### src/rtl/mem_port_arbiter.sv
// Shares one single-port memory between instruction fetch and load/store:
// alternating priority, one registered request in flight, ack-or-timeout completion.
module mem_port_arbiter #(
   parameter int AW      = 32,
   parameter int DW      = 32,
   parameter int TIMEOUT = 16
) (
   input  logic            clk,
   input  logic            rst_n,
   input  logic            f_req,
   input  logic [AW-1:0]   f_addr,
   output logic            f_gnt,
   output logic            f_done,
   output logic [DW-1:0]   f_rdata,
   input  logic            d_req,
   input  logic [AW-1:0]   d_addr,
   input  logic            d_we,
   input  logic [DW-1:0]   d_wdata,
   input  logic [DW/8-1:0] d_bmask,
   output logic            d_gnt,
   output logic            d_done,
   output logic [DW-1:0]   d_rdata,
   output logic            err,
   output logic            stall,
   output logic            mem_req,
   output logic            mem_we,
   output logic [AW-1:0]   mem_addr,
   output logic [DW-1:0]   mem_wdata,
   output logic [DW/8-1:0] mem_bmask,
   input  logic            mem_ack,
   input  logic [DW-1:0]   mem_rdata
);

   typedef enum logic [1:0] {IDLE, BUSY_F, BUSY_D} state_t;
   typedef enum logic {LAST_F, LAST_D} last_t;

   localparam logic [7:0] CNT_LAST = 8'(TIMEOUT - 1);

   state_t     state;
   last_t      last_grant;
   logic [7:0] cnt;
   logic       f_win;
   logic       d_win;

   // NOTE: every always_comb output gets a default first, so no path can infer a latch.
   always_comb begin
      f_win = 1'b0;
      d_win = 1'b0;
      if (state == IDLE) begin
         // On a tie the requester that did not win last time goes first.
         if (f_req && (!d_req || last_grant == LAST_D)) f_win = 1'b1;
         else if (d_req)                                d_win = 1'b1;
      end
   end

   assign f_gnt = f_win;
   assign d_gnt = d_win;
   assign stall = (f_req & ~f_done) | (d_req & ~d_done);

   // NOTE: sequential state is written with non-blocking assignments only.
   always_ff @(posedge clk or negedge rst_n) begin
      if (!rst_n) begin
         state      <= IDLE;
         last_grant <= LAST_F;
         cnt        <= '0;
         mem_req    <= 1'b0;
         mem_we     <= 1'b0;
         mem_addr   <= '0;
         mem_wdata  <= '0;
         mem_bmask  <= '0;
         f_done     <= 1'b0;
         d_done     <= 1'b0;
         err        <= 1'b0;
         f_rdata    <= '0;
         d_rdata    <= '0;
      end else begin
         f_done <= 1'b0;
         d_done <= 1'b0;
         err    <= 1'b0;
         case (state)
            IDLE: begin
               if (f_win) begin
                  state      <= BUSY_F;
                  last_grant <= LAST_F;
                  cnt        <= '0;
                  mem_req    <= 1'b1;
                  mem_we     <= 1'b0;
                  mem_addr   <= f_addr;
                  mem_wdata  <= '0;
                  mem_bmask  <= '1;
               end else if (d_win) begin
                  state      <= BUSY_D;
                  last_grant <= LAST_D;
                  cnt        <= '0;
                  mem_req    <= 1'b1;
                  mem_we     <= d_we;
                  mem_addr   <= d_addr;
                  mem_wdata  <= d_wdata;
                  mem_bmask  <= d_we ? d_bmask : '1;
               end
            end
            BUSY_F, BUSY_D: begin
               // An ack in the last allowed cycle still counts as a normal completion.
               if (mem_ack) begin
                  state   <= IDLE;
                  mem_req <= 1'b0;
                  if (state == BUSY_F) begin
                     f_done  <= 1'b1;
                     f_rdata <= mem_rdata;
                  end else begin
                     d_done  <= 1'b1;
                     d_rdata <= mem_we ? '0 : mem_rdata;
                  end
               end else if (cnt == CNT_LAST) begin
                  state   <= IDLE;
                  mem_req <= 1'b0;
                  err     <= 1'b1;
                  if (state == BUSY_F) begin
                     f_done  <= 1'b1;
                     f_rdata <= '0;
                  end else begin
                     d_done  <= 1'b1;
                     d_rdata <= '0;
                  end
               end else begin
                  cnt <= cnt + 8'd1;
               end
            end
            default: state <= IDLE;
         endcase
      end
   end

endmodule

### config.mk
export PLATFORM = sky130hd
export DESIGN_NAME = mem_port_arbiter
export DESIGN_NICKNAME = d
export VERILOG_FILES = /design/src/rtl/mem_port_arbiter.sv
export SDC_FILE = /design/constraint.sdc
export NUM_CORES = 1
export LEC_CHECK = 0
export CAP_MARGIN = 5
export CELL_PAD_IN_SITES_DETAIL_PLACEMENT = 1
export CELL_PAD_IN_SITES_GLOBAL_PLACEMENT = 1
export CORE_MARGIN = 4
export CORE_UTILIZATION = 32
export CTS_CLUSTER_DIAMETER = 60
export DETAILED_ROUTE_END_ITERATION = 6
export GPL_TIMING_DRIVEN = 0
export PLACE_DENSITY_LB_ADDON = 0.1
export SLEW_MARGIN = 0
export SYNTH_ARGS = -nofsm -noshare
export SYNTH_HDL_FRONTEND = slang
export SYNTH_SLANG_ARGS = --single-unit
### constraint.sdc
create_clock -name clk -period 2.2 [get_ports clk]
set_input_delay 0.22 -clock clk [delete_from_list [all_inputs] [get_ports clk]]
set_output_delay 0.22 -clock clk [all_outputs]
set_load 0.01 [all_outputs]
* After elaboration in Yosys (flattened, before gate mapping)
Cells that the tools add are included.
Storage, ports and cells: output and inout port bits 140, input bits 138, flip-flop bits (word level) 148
Operators by class: reductions and logical operators 14, bitwise operators 6, multiplexer cells 50, add/sub/neg operators 1, equality and inequality tests 7
Operators with widths (count):
- $mux 32 | 13
- $mux 8 | 4
- $mux 1 | 23
- $pmux 8 s2 | 1
- $mux 4 | 3
- $reduce_and 3->1 | 3
- $add 8x1->8 const B | 1
- $eq 8x4->1 const B | 1
- $mux 2 | 4
- $ne 3x3->1 const B | 2
- $reduce_bool 2->1 | 3
- $ne 2x2->1 const B | 2
- $pmux 2 s2 | 1
- $reduce_and 2->1 | 2
- $reduce_and 4->1 | 1
- $not 1->1 | 3
- $and 1x1->1 | 2
- $eq 2x1->1 const B | 1
- $eq 2x2->1 const B | 1
- $logic_not 2->1 | 1
- $pmux 1 s2 | 1
- $reduce_or 2->1 | 1
- $logic_and 1x1->1 | 1
- $logic_not 1->1 | 1
- 2 further kinds | 2

* Depth between registers and ports, before layout
depth after elaboration 8, gate-level depth with buffers 8, depth with buffers taken out 6

* Worst setup path after synthesis
OpenSTA, ideal clock, no wires.
path type flip-flop to flip-flop, start register state[0], end register cnt[7], data arrival time 1.876 ns, setup time 0.066 ns, slack 0.258 ns, cell stages (with the launch flop) 8, path through dfrtp_1 -> inv_1 -> ha_1 -> buf_2 -> a21bo_2 -> or3_1 -> or4_1 -> nand2_1
Between the ends: cells in the longest elaborated chain, start to end 4, elaborated cells between the ends (all ways) 13, classes of those cells eq/ne: 5; mux: 4; reduce/logical: 4
Ends and longest elaborated chain:
- from (decl) | RTL line 39 | state_t state;
- from (signal assigned) | RTL line 63 | state <= IDLE;
- from (signal assigned) | RTL line 83 | state <= BUSY_F;
- from (signal assigned) | RTL line 92 | state <= BUSY_D;
- $eq 2x1->1, or another cell as far along | RTL line 80 | case (state)
- $reduce_or 2->1 or $mux 1 (tied branches) | RTL line 80, 49
- $ne 2x2->1 (no line), or another cell as far along
- $reduce_and 4->1 (no line) or $pmux 8 s2 (tied branches)
- to (signal assigned) | RTL line 126 | cnt <= cnt + 8'd1;
- to (decl) | RTL line 41 | logic [7:0] cnt;
Parallel ways exist; a longest one is shown, timed or not. A chain may end at the register's enable or synchronous reset.

* Worst setup path in the final report
start register cnt[0], end register d_rdata[31]
Between the ends: cells in the longest elaborated chain, start to end 3
Ends and longest elaborated chain:
- $eq 8x4->1 | RTL line 114 | end else if (cnt == CNT_LAST) begin
- $reduce_bool 2->1 (no line)
- $reduce_and 3->1 (no line)
- to (signal assigned) | RTL line 112 | d_rdata <= mem_we ? '0 : mem_rdata;
- to (decl) | RTL line 22 | output logic [DW-1:0] d_rdata,
No other way between the ends.

==> metrics.md <==
| Metric | Value |
|---|---|
| Detail Placement HPWL | around 16 mm |
| Total GRT Usage | 0.197 |
| DRC violation count after routing | 0 |
| Dpl cell area | ~0.0094 mm2 |
| Final period utilization | 0.958 |
| Status | finished clean |
| CTS tree | yes |
| Drt pass-1 iters | 4 |
| Share of post-route cells with drive strength above 1 | 0.0984 |
| Post-synth EDFFs | 0 |
| RSZ-0062 raised after global routing | false |
| Synthesis-stage register bit count | roughly 150 |
| Avg Inst Size Synth | between 10 and 15 um2 |
| Final setup fails | 0 |
| Slew Limit Fails | 0 |
| Hold Path Origin | mem_ack |
| ANT cells | 0 |
| Critical-path cell list | ha_1, and4b_4, a22o_1, nor2b_1, buf_6, buf_6, mux2_4 |
| Most frequent cell after synthesis | dfrtp_1 |
| Final hold vios | 0 |
| I/O pin count | about 280 |
| Fill count | 2063 |
| Multi-input gate area | roughly 0.0023 mm2 |
| Clock transition at path regs | around 60 ps |
| Antenna violations before repair | 0 |
| Hold Path Depth | 3 |
| WP data arrival | around 2400 ps |
| Routed length per instance | roughly 19 um |
| Max Cap Violations | 0 |
| HP Class | in2reg |
| Worst-Skew Late Latency | 420 ps |
| Fin nets | 984 |
| Synth top cells by count | dfrtp_1, nor2_1, nand2_1, mux2i_1, inv_1 |
| Sequential share of the synthesized area | 0.590 |
| Mapped Cells | 546 |
| Post-synthesis cell type count | 41 |
| R2R setup slack | roughly 92 ps |
| Setup crit start | cnt[0] |
| Clk Tree Root Cell | clkbuf_16 |
| Crit-path slowest cell | dfrtp_1 |
| PortBufs | around 280 |
| H-tree levels | 4 |
| Startpoint types | register |
| Max Fclk | ~0.47 GHz |
| R2R cell count | 7 |
| RR Startpoint | cnt[0] |
| VDD IR max | roughly 0.00066 V |
| Largest net degree at the start of global routing | 95 |
| P per Cell Area | 1430 mW/mm2 |
| Via density | 4.70 |
| Element type at the critical path end | register |
| Slew HR | 0.407 |
| Post-Route WL | between 20 and 25 mm |
| Synth-to-layout area growth | 59.9% |
| Placer congestion estimate | about 0.76 |
| Number of DRC markers in iteration 0 | approximately 130 |
| Syn nets | roughly 690 |
| Die height | approximately 150 um |
| Die area | 0.0219 mm2 |
| Clock tree buffer depth | 2 |
| Register area | 0.00370 mm2 |
| Post-Syn Area | 0.00628 mm2 |
| Slowest stage delay, CP | 400 ps |
| Leakage | about 4.7 nW |
| Antenna viol nets, final | 0 |
| Worst clock skew | about 7.5 ps |
| Design Area, Final | ~0.01 mm2 |
| Most Frequent Cell on Critical Path | buf_6 |
| CTS sink cnt | approximately 150 |
| Core footprint | between 0.015 and 0.02 mm2 |
| Global route total overflow | 0 |
| Global-route wire length before repair | roughly 34 mm |
| Vias in the first global route | about 6100 |
| Site Rows | 50 |
| Synth top area share | 0.590 |
| Total CTS buffers | 17 |
| Min cycle time layout | ~2100 ps |
| Hold Slack | roughly 310 ps |
| Critical Setup Path Class | reg2reg |
| Area contributors post-synth | dfrtp_1, mux2_4, mux2i_1 |
| Slew @ Worst Pin | 890 ps |
| Fraction of registers with async set/reset | 1.00 |
| Yosys top cell by area | dfrtp_1 |
| Max Fanout on Critical Path | 10 |
| Most common flop cell mapped by yosys | dfrtp_1 |
| Via Count | 5236 |
| Die Width | approximately 150 um |
| Synth Warn # | 0 |
| Critical path required time | 2500 ps |
| Initial Util | 0.330 |
-- state kept, by name, indices dropped and copies added, names as in the netlist --
name,flops
state,2
d_rdata,32
d_done,1
last_grant,1
mem_req,1
f_done,1
mem_we,1
mem_addr,32
mem_bmask,4
mem_wdata,32
f_rdata,32
err,1
cnt,8
-- layout by cell type, fill, tap and decap left out, types with 22 or more instances in the layout --
master           synthesis  layout
dfrtp_1                148     148
a22o_1                  33      33
clkdlybuf4s50_1          0     273
inv_1                   39      39
mux2_4                  29      29
nor2_1                  81      81
o22ai_1                 22      22
mux2i_1                 43      43
clkbuf_1                24      22
nand2_1                 53      53
-- power by group --
part	internal (mW)	switching [mW]	leakage (nW)	total, mW
combinational	3.66	3.07	2.56	6.73
clock	1.78	1.16	0.279	2.94
sequential	3.97	0.763	1.84	4.73
-- final cells by class --
cell class	count	area share
Sequential cell	148	0.369
Timing Repair Buffer	279	0.279
Inverter	40	0.0151
Tap cell	260	0.0324
Buffer	33	0.0176
Clock buffer	18	0.0427
Clock inverter	12	0.0157
Multi-Input combinational cell	324	0.228
-- worst paths after layout --
check,to
max in group asynchronous,mem_wdata[6]
worst min register to register,mem_addr[28]
worst min-delay path,f_rdata[29]
worst max register to register,d_rdata[31]
worst max-delay path,d_rdata[31]
min in group asynchronous,mem_addr[4]
-- kinds of logic after synthesis --
family,synth area share
simple gates,0.101
mux,0.143
flops,0.590
compound gates,0.107
fa+ha+maj,0.00598
buf+inv,0.0514
xor+xnor,0.00139
-- per-stage QoR --
stage	cells	utilization	power (mW)	setup slack (ps)	TNS, ps
floorplan	546	-	7.74	258	0
global placement	1082	0.493	11.2	-5120	-756920
detailed placement	1083	0.494	11.5	-427	-2360
CTS	1115	0.528	14.6	34.4	0
global route	1114	0.528	15.4	5.42	0
finish	1114	0.528	14.4	92.3	0
-- timing repair --
action / in CTS / in global routing
endpoints found under the setup margin: 2 / 35
gates resized for setup: 12 / 4
setup buffers: 1 / 0
hold buffers: 1 / 0
pin swaps: 1 / 0
endpoints found under the hold margin: 93 / 0
cloned: 0 / 0
-- per-layer routing --
metal / vias up / part of all wire / global-route usage
li1: 2456 / - / -
met1: 2611 / 0.39 / 0.228
met2: 150 / 0.52 / 0.346
met3: 19 / 0.072 / 0.0759
met4: 0 / 0.015 / 0.0462
met5: - / 0 / 0
-- critical path: cells and delay by family (launching register included) --
family                   cells  cell delay (ps)
AO/OA/AOI/OAI                1              160
adder cells (fa/ha/maj)      1              280
buffers and inverters        2              340
flip-flops                   1              400
multiplexers                 1              320
AND/OR/NAND/NOR              2              480
(Power assumes the default switching activity.)
